===== src/rtl/puf_drv_pkg.sv =====
// Shared types for the PUF challenge driver: FSM states and the response record layout.
package puf_drv_pkg;

  localparam int CHAL_W = 8;
  localparam int RESP_W = 8;

  typedef enum logic [1:0] {
    IDLE,
    CLEAR,
    EVAL,
    OUTPUT
  } state_t;

  // Bit 16 is the timeout flag, then the challenge, then the captured response.
  typedef struct packed {
    logic              timeout;
    logic [CHAL_W-1:0] challenge;
    logic [RESP_W-1:0] response;
  } resp_rec_t;

endpackage


===== src/rtl/puf_challenge_driver_if.sv =====
// Bundles the PUF array wires and the host response stream; master = driver side.
interface puf_challenge_driver_if;
  import puf_drv_pkg::*;

  logic [CHAL_W-1:0] puf_challenge;
  logic [31:0]       puf_enable;
  logic              puf_reset;
  logic [RESP_W-1:0] puf_out;
  logic              puf_all_done;
  logic              resp_valid;
  logic              resp_ready;
  resp_rec_t         resp_data;

  modport master (
    output puf_challenge, puf_enable, puf_reset, resp_valid, resp_data,
    input  puf_out, puf_all_done, resp_ready
  );

  modport slave (
    input  puf_challenge, puf_enable, puf_reset, resp_valid, resp_data,
    output puf_out, puf_all_done, resp_ready
  );
endinterface


===== src/rtl/puf_drv_vote.sv =====
// Holds the first two captures of a challenge and votes them against the live third capture.
module puf_drv_vote
  import puf_drv_pkg::*;
(
  input  logic              clock,
  input  logic              reset,
  input  logic              cap_en,
  input  logic [1:0]        pass,
  input  logic [RESP_W-1:0] data,
  input  logic              flag,
  output logic [RESP_W-1:0] maj,
  output logic              flag_or
);

  logic [RESP_W-1:0] cap0_reg, cap1_reg;
  logic              flag0_reg, flag1_reg;

  always_ff @(posedge clock) begin
    if (reset) begin
      cap0_reg  <= '0;
      cap1_reg  <= '0;
      flag0_reg <= 1'b0;
      flag1_reg <= 1'b0;
    end else if (cap_en) begin
      if (pass == 2'd0) begin
        cap0_reg  <= data;
        flag0_reg <= flag;
      end else if (pass == 2'd1) begin
        cap1_reg  <= data;
        flag1_reg <= flag;
      end
    end
  end

  for (genvar gi = 0; gi < RESP_W; gi++) begin : g_vote
    assign maj[gi] = (cap0_reg[gi] & cap1_reg[gi]) | (cap0_reg[gi] & data[gi]) |
                     (cap1_reg[gi] & data[gi]);
  end

  assign flag_or = flag0_reg | flag1_reg | flag;

endmodule


===== src/rtl/puf_challenge_driver.sv =====
// Sweeps a challenge range over the PUF array and streams {flag, challenge, response} records.
// Define PUF_DRV_MAJORITY_EN to evaluate each challenge three times and report the bitwise majority.
module puf_challenge_driver
  import puf_drv_pkg::*;
#(
  parameter logic [31:0] ENABLE_MASK    = 32'hFFFF_FFFF,
  parameter int          RST_CYCLES     = 4,
  parameter int          TIMEOUT_CYCLES = 65535,
  parameter int          CNT_W          = 16
) (
  input  logic                   clock,
  input  logic                   reset,
  input  logic                   start,
  input  logic [CHAL_W-1:0]      chal_base,
  input  logic [8:0]             chal_count,
  output logic                   busy,
  output logic                   seq_done,
  puf_challenge_driver_if.master bus
);

  state_t            state_reg;
  logic [CHAL_W-1:0] chal_reg;
  logic [8:0]        remain_reg;
  logic [CNT_W-1:0]  cnt_reg;
  logic              busy_reg, seq_done_reg, resp_valid_reg, puf_reset_reg;
  logic [31:0]       enable_reg;
  resp_rec_t         resp_data_reg;

  logic              eval_end, cap_flag, last_pass, rec_flag;
  logic [RESP_W-1:0] rec_resp;

  // all_done takes priority over a coinciding timeout, so the flag is simply !all_done.
  assign eval_end = (state_reg == EVAL) &&
                    (bus.puf_all_done || (cnt_reg == CNT_W'(TIMEOUT_CYCLES - 1)));
  assign cap_flag = ~bus.puf_all_done;

`ifdef PUF_DRV_MAJORITY_EN
  logic [1:0] pass_reg;

  puf_drv_vote u_vote (
    .clock   (clock),
    .reset   (reset),
    .cap_en  (eval_end),
    .pass    (pass_reg),
    .data    (bus.puf_out),
    .flag    (cap_flag),
    .maj     (rec_resp),
    .flag_or (rec_flag)
  );
  assign last_pass = (pass_reg == 2'd2);
`else
  assign last_pass = 1'b1;
  assign rec_resp  = bus.puf_out;
  assign rec_flag  = cap_flag;
`endif

  always_ff @(posedge clock) begin
    if (reset) begin
      state_reg      <= IDLE;
      chal_reg       <= '0;
      remain_reg     <= '0;
      cnt_reg        <= '0;
      busy_reg       <= 1'b0;
      seq_done_reg   <= 1'b0;
      resp_valid_reg <= 1'b0;
      resp_data_reg  <= '0;
      puf_reset_reg  <= 1'b1;
      enable_reg     <= '0;
`ifdef PUF_DRV_MAJORITY_EN
      pass_reg       <= 2'd0;
`endif
    end else begin
      seq_done_reg <= 1'b0;
      if (seq_done_reg) busy_reg <= 1'b0;
      case (state_reg)
        IDLE: begin
          if (start && !busy_reg) begin
            chal_reg   <= chal_base;
            remain_reg <= chal_count;
            cnt_reg    <= '0;
`ifdef PUF_DRV_MAJORITY_EN
            pass_reg   <= 2'd0;
`endif
            if (chal_count == 9'd0) begin
              seq_done_reg <= 1'b1;
            end else begin
              busy_reg  <= 1'b1;
              state_reg <= CLEAR;
            end
          end
        end
        CLEAR: begin
          if (cnt_reg == CNT_W'(RST_CYCLES - 1)) begin
            cnt_reg       <= '0;
            puf_reset_reg <= 1'b0;
            enable_reg    <= ENABLE_MASK;
            state_reg     <= EVAL;
          end else begin
            cnt_reg <= cnt_reg + 1'b1;
          end
        end
        EVAL: begin
          if (eval_end) begin
            cnt_reg       <= '0;
            puf_reset_reg <= 1'b1;
            enable_reg    <= '0;
            if (last_pass) begin
              resp_valid_reg <= 1'b1;
              resp_data_reg  <= '{timeout: rec_flag, challenge: chal_reg, response: rec_resp};
              state_reg      <= OUTPUT;
`ifdef PUF_DRV_MAJORITY_EN
              pass_reg       <= 2'd0;
`endif
            end else begin
`ifdef PUF_DRV_MAJORITY_EN
              pass_reg  <= pass_reg + 2'd1;
`endif
              state_reg <= CLEAR;
            end
          end else begin
            cnt_reg <= cnt_reg + 1'b1;
          end
        end
        OUTPUT: begin
          if (bus.resp_ready) begin
            resp_valid_reg <= 1'b0;
            remain_reg     <= remain_reg - 9'd1;
            chal_reg       <= chal_reg + 1'b1;
            if (remain_reg == 9'd1) begin
              seq_done_reg <= 1'b1;
              state_reg    <= IDLE;
            end else begin
              state_reg <= CLEAR;
            end
          end
        end
        default: state_reg <= IDLE;
      endcase
    end
  end

  assign busy              = busy_reg;
  assign seq_done          = seq_done_reg;
  assign bus.puf_challenge = chal_reg;
  assign bus.puf_enable    = enable_reg;
  assign bus.puf_reset     = puf_reset_reg;
  assign bus.resp_valid    = resp_valid_reg;
  assign bus.resp_data     = resp_data_reg;

endmodule


===== src/flat_wrapper.sv =====
// flat-port wrapper written by rule: the top's interface ports become plain ports
module puf_challenge_driver_flat import puf_drv_pkg::*;
#(
  parameter logic [31:0] ENABLE_MASK    = 32'hFFFF_FFFF,
  parameter int          RST_CYCLES     = 4,
  parameter int          TIMEOUT_CYCLES = 65535,
  parameter int          CNT_W          = 16
)
  (clock, reset, start, chal_base, chal_count, busy, seq_done, bus_puf_challenge, bus_puf_enable, bus_puf_reset, bus_resp_valid, bus_resp_data, bus_puf_out, bus_puf_all_done, bus_resp_ready);
  puf_challenge_driver_if bus_i ();
  input  logic clock;
  input  logic reset;
  input  logic start;
  input  logic [CHAL_W-1:0] chal_base;
  input  logic [8:0] chal_count;
  output logic busy;
  output logic seq_done;
  output wire logic [$bits(bus_i.puf_challenge)-1:0] bus_puf_challenge;
  output wire logic [$bits(bus_i.puf_enable)-1:0] bus_puf_enable;
  output wire logic [$bits(bus_i.puf_reset)-1:0] bus_puf_reset;
  output wire logic [$bits(bus_i.resp_valid)-1:0] bus_resp_valid;
  output wire logic [$bits(bus_i.resp_data)-1:0] bus_resp_data;
  input wire logic [$bits(bus_i.puf_out)-1:0] bus_puf_out;
  input wire logic [$bits(bus_i.puf_all_done)-1:0] bus_puf_all_done;
  input wire logic [$bits(bus_i.resp_ready)-1:0] bus_resp_ready;
  assign bus_puf_challenge = bus_i.puf_challenge;
  assign bus_puf_enable = bus_i.puf_enable;
  assign bus_puf_reset = bus_i.puf_reset;
  assign bus_resp_valid = bus_i.resp_valid;
  assign bus_resp_data = bus_i.resp_data;
  assign bus_i.puf_out = bus_puf_out;
  assign bus_i.puf_all_done = bus_puf_all_done;
  assign bus_i.resp_ready = bus_resp_ready;
  puf_challenge_driver #(.ENABLE_MASK(ENABLE_MASK), .RST_CYCLES(RST_CYCLES), .TIMEOUT_CYCLES(TIMEOUT_CYCLES), .CNT_W(CNT_W)) u_core (.clock(clock), .reset(reset), .start(start), .chal_base(chal_base), .chal_count(chal_count), .busy(busy), .seq_done(seq_done), .bus(bus_i));
endmodule

===== config.mk =====
export PLATFORM = sky130hd
export DESIGN_NAME = puf_challenge_driver_flat
export DESIGN_NICKNAME = d
export VERILOG_FILES = /design/src/rtl/puf_drv_pkg.sv /design/src/rtl/puf_challenge_driver_if.sv /design/src/rtl/puf_drv_vote.sv /design/src/rtl/puf_challenge_driver.sv /design/src/flat_wrapper.sv
export SDC_FILE = /design/constraint.sdc
export NUM_CORES = 1
export LEC_CHECK = 0
export BUFFER_PORTS_ARGS = -buffer_cell sky130_fd_sc_hd__clkbuf_2
export CORE_UTILIZATION = 40
export DETAILED_ROUTE_END_ITERATION = 10
export GPL_ROUTABILITY_DRIVEN = 0
export SKIP_CTS_REPAIR_TIMING = 1
export SYNTH_ARGS = -nofsm -noshare
export SYNTH_HDL_FRONTEND = slang
export SYNTH_HIERARCHICAL = 1
export SYNTH_SLANG_ARGS = --single-unit

===== constraint.sdc =====
create_clock -name clock -period 4.3 [get_ports clock]
set_input_delay 0.645 -clock clock [delete_from_list [all_inputs] [get_ports clock]]
set_output_delay 0.645 -clock clock [all_outputs]
set_load 0.02 [all_outputs]

==> impl_metrics.py <==
metrics = {
    "clock_tree": {
        "root_buffer": "clkbuf_8",
        "htreeDepth": 3,
        "clkLatencyLatePin_ps": 330,
        "cts_made_buffers": 9,
        "cts_sinks": 57,
        "cts_tree": "done",
        "clockBufferDepth": 2,
        "cts.clk_slew.worst_paths_ps": 70,
    },
    "power_and_ir_drop": {
        "sw_frac_of_total_pct": 42.0,
        "power_density_nw_per_um2": 620,
        "leakage_nw": 1.65,
        "finalPower_w": 0.00226,
        "p_comb_share_pct": 42.0,
        "clock_power_share_pct": 24.7,
        "seqPwrFrac_pct": 33.2,
        "p_int_w": 0.00131,
        "ir_drop_mv": 0.258,
        "p_switching_w": 0.000948,
    },
    "sta": {
        "setup-tns-final_ps": 0,
        "worst_pin_slew_ps": 871,
        "finalHoldViolCount": 0,
        "maxSlewHeadroom_pct": 41.9,
        "maxSlewViolCount": 0,
        "setup_viol": 0,
        "fin_crit_sh_pct": 55.7,
        "fmax_mhz": 418,
        "fin_crit_ps": 2390,
        "final.setup_skew_ps": 6.54,
        "fin_hold_ws_ps": 478,
        "grt_setup_unrepaired": "no",
        "setup_slack_ps": 1910,
    },
    "worst_setup_path": {
        "worstPathRequired_ps": 4510,
        "timing.rr.start": "u_core/state_reg[0]$_SDFFE_PP0P_",
        "crit_path_start_kind": "flip-flop",
        "critPathArrivalTime_ps": 2600,
        "cp_max_fo": 33,
        "critPathKind": "flip-flop to flip-flop",
        "end_kind": "flip-flop",
        "cp-startpoint": "u_core/state_reg[0]$_SDFFE_PP0P_",
    },
    "routing": {
        "vias_per_cell": 5.28,
        "dr.pass1.iters": 4,
        "vias": 2857,
        "route.detailed.drc": 0,
        "drt_iter0_markers": 80,
        "wire_per_inst_um": 13.2,
        "final_antenna_net_count": 0,
        "drt_wl_total_mm": 7.14,
    },
    "final_layout": {
        "layout_common_cells": "90 x clkbuf_2, 60 x nor2_1, 57 x dfxtp_1",
        "largest_reg_flops": 17,
        "fillers": 752,
        "final_common_cell": "clkbuf_2",
        "multi_input_area_um2": 1630,
        "nNetsFinal": 478,
        "antenna_cells": 0,
        "drive_gt1_share_pct": 27.1,
        "syn_to_final_growth_pct": 16.8,
        "regArea_um2": 1140,
        "fin_util_pct": 49.1,
    },
    "die": {
        "row_count": 31,
        "io-pin-count": 91,
        "die_area_um2": 8150,
        "coreArea_um2": 7410,
        "fp.dieH_um": 90.3,
        "start_util_pct": 42.1,
        "fp.dieW_um": 90.3,
    },
    "run_status": {
        "outcome": "finished, final reports clean",
    },
    "flow_run": {
        "cap_violations": 0,
    },
    "global_routing": {
        "grt_pass1_wl_mm": 12.0,
        "grt_max_degree": 48,
        "grt_overflow": 0,
        "track_usage_pct": 18.1,
        "grt_pass1_vias": 2621,
        "grt_antenna_before_repair": 0,
    },
    "yosys": {
        "synth-edff-count": 0,
        "synthFlopType": "dfxtp_1",
        "yosysTopAreaCellShare_pct": 36.6,
        "async_flop_share_pct": 0,
        "syn_inst": 378,
        "ys_ff_latch": 57,
        "synth_top_area_cell": "dfxtp_1",
        "synth.area.top_cells": "dfxtp_1 37%, buf_4 7.5%, nor2_1 7.2%",
        "synth_area_um2": 3120,
        "syn-num-nets": 419,
        "synth.avg_cell_area_um2": 8.25,
        "ys_seq_area_share_pct": 36.6,
        "yosysWarnings": 6,
        "synth_cell_types": 51,
    },
    "placed_design": {
        "io_buffers": 90,
        "post-place-ws_ps": 1910,
        "dp_hpwl_mm": 5.05,
    },
    "min_path": {
        "hp-start": "u_core/remain_reg[1]$_SDFFE_PP0P_",
        "hp-class": "flip-flop to flip-flop",
    },
}
-- Yosys cell counts (4+ instances only) --
| master | instances |
|---|---|
| nand3_1 | 13 |
| nand4_1 | 7 |
| buf_4 | 31 |
| nor4_1 | 6 |
| o21ai_0 | 8 |
| o22ai_1 | 4 |
| xor2_1 | 7 |
| o21ai_1 | 5 |
| nor3_1 | 12 |
| a211oi_1 | 6 |
| a21oi_1 | 20 |
| inv_1 | 13 |
| a22oi_1 | 4 |
| mux2i_1 | 22 |
| clkbuf_1 | 13 |
| nand2_1 | 32 |
| nor2_1 | 60 |
| ha_1 | 11 |
| dfxtp_1 | 57 |
-- cells by family after synthesis --
| kind of cell | Yosys count | synth area share [%] |
|---|---|---|
| flops | 57 | 36.6 |
| xor+xnor | 9 | 2.53 |
| fa+ha+maj | 11 | 4.42 |
| simple gates | 145 | 21.6 |
| buf+inv | 59 | 11.1 |
| compound gates | 75 | 16.7 |
| mux | 22 | 7.07 |
-- cell type report --
type | count | area share, %
clock buffers | 11 | 3.88
clock inverters | 5 | 2.16
inverters | 14 | 1.44
multi-input cells | 262 | 44.8
flip-flops and latches | 57 | 31.3
well taps | 99 | 3.40
repair buffers | 93 | 13.0
-- critical path, stage by stage, from the launching register on --
cell and delay (ps):
dfxtp_1 370, ha_1 220, buf_4 240, inv_2 290, a2bb2oi_1 350, a21boi_1 200
buf_4 260, o21ai_0 120, a22oi_1 160, nor2_1 50
-- final timing paths --
check	depth (start not counted)	to	slack, ps
max	9	u_core/remain_reg[3]$_SDFFE_PP0P_	1910
min	2	u_core/remain_reg[1]$_SDFFE_PP0P_	480
max reg2reg	9	u_core/remain_reg[3]$_SDFFE_PP0P_	1910
min reg2reg	2	u_core/remain_reg[1]$_SDFFE_PP0P_	480
-- per-stage QoR --
step,instances,instance area [um^2]
final,541,3640
after global placement,525,3420
after floorplan,378,3120
after CTS,541,3640
after detailed placement,525,3420
after global routing,541,3640
-- power groups by stage --
stage / Sequential, W / Clock (W) / Combinational [W]
3_5_place_dp: 0.000763 / 0 / 0.000951
3_3_place_gp: 0.000757 / 0 / 0.000936
5_1_grt: 0.000771 / 0.000600 / 0.00105
4_1_cts: 0.000751 / 0.000581 / 0.000952
2_1_floorplan: 0.000796 / 0 / 0.000745
6_report: 0.000751 / 0.000559 / 0.000949
-- layer usage --
layer | part of all wire [%] | track usage (%) | wire [um] | vias to the layer above
met1 | 46 | 21.9 | 3310 | 1344
li1 | - | - | - | 1417
met3 | 4.0 | 2.86 | 285 | 9
met2 | 49 | 31.4 | 3470 | 87
met4 | 1.2 | 8.47 | 83 | 0
met5 | 0 | 0 | 0 | -
(Power assumes the default switching activity.)
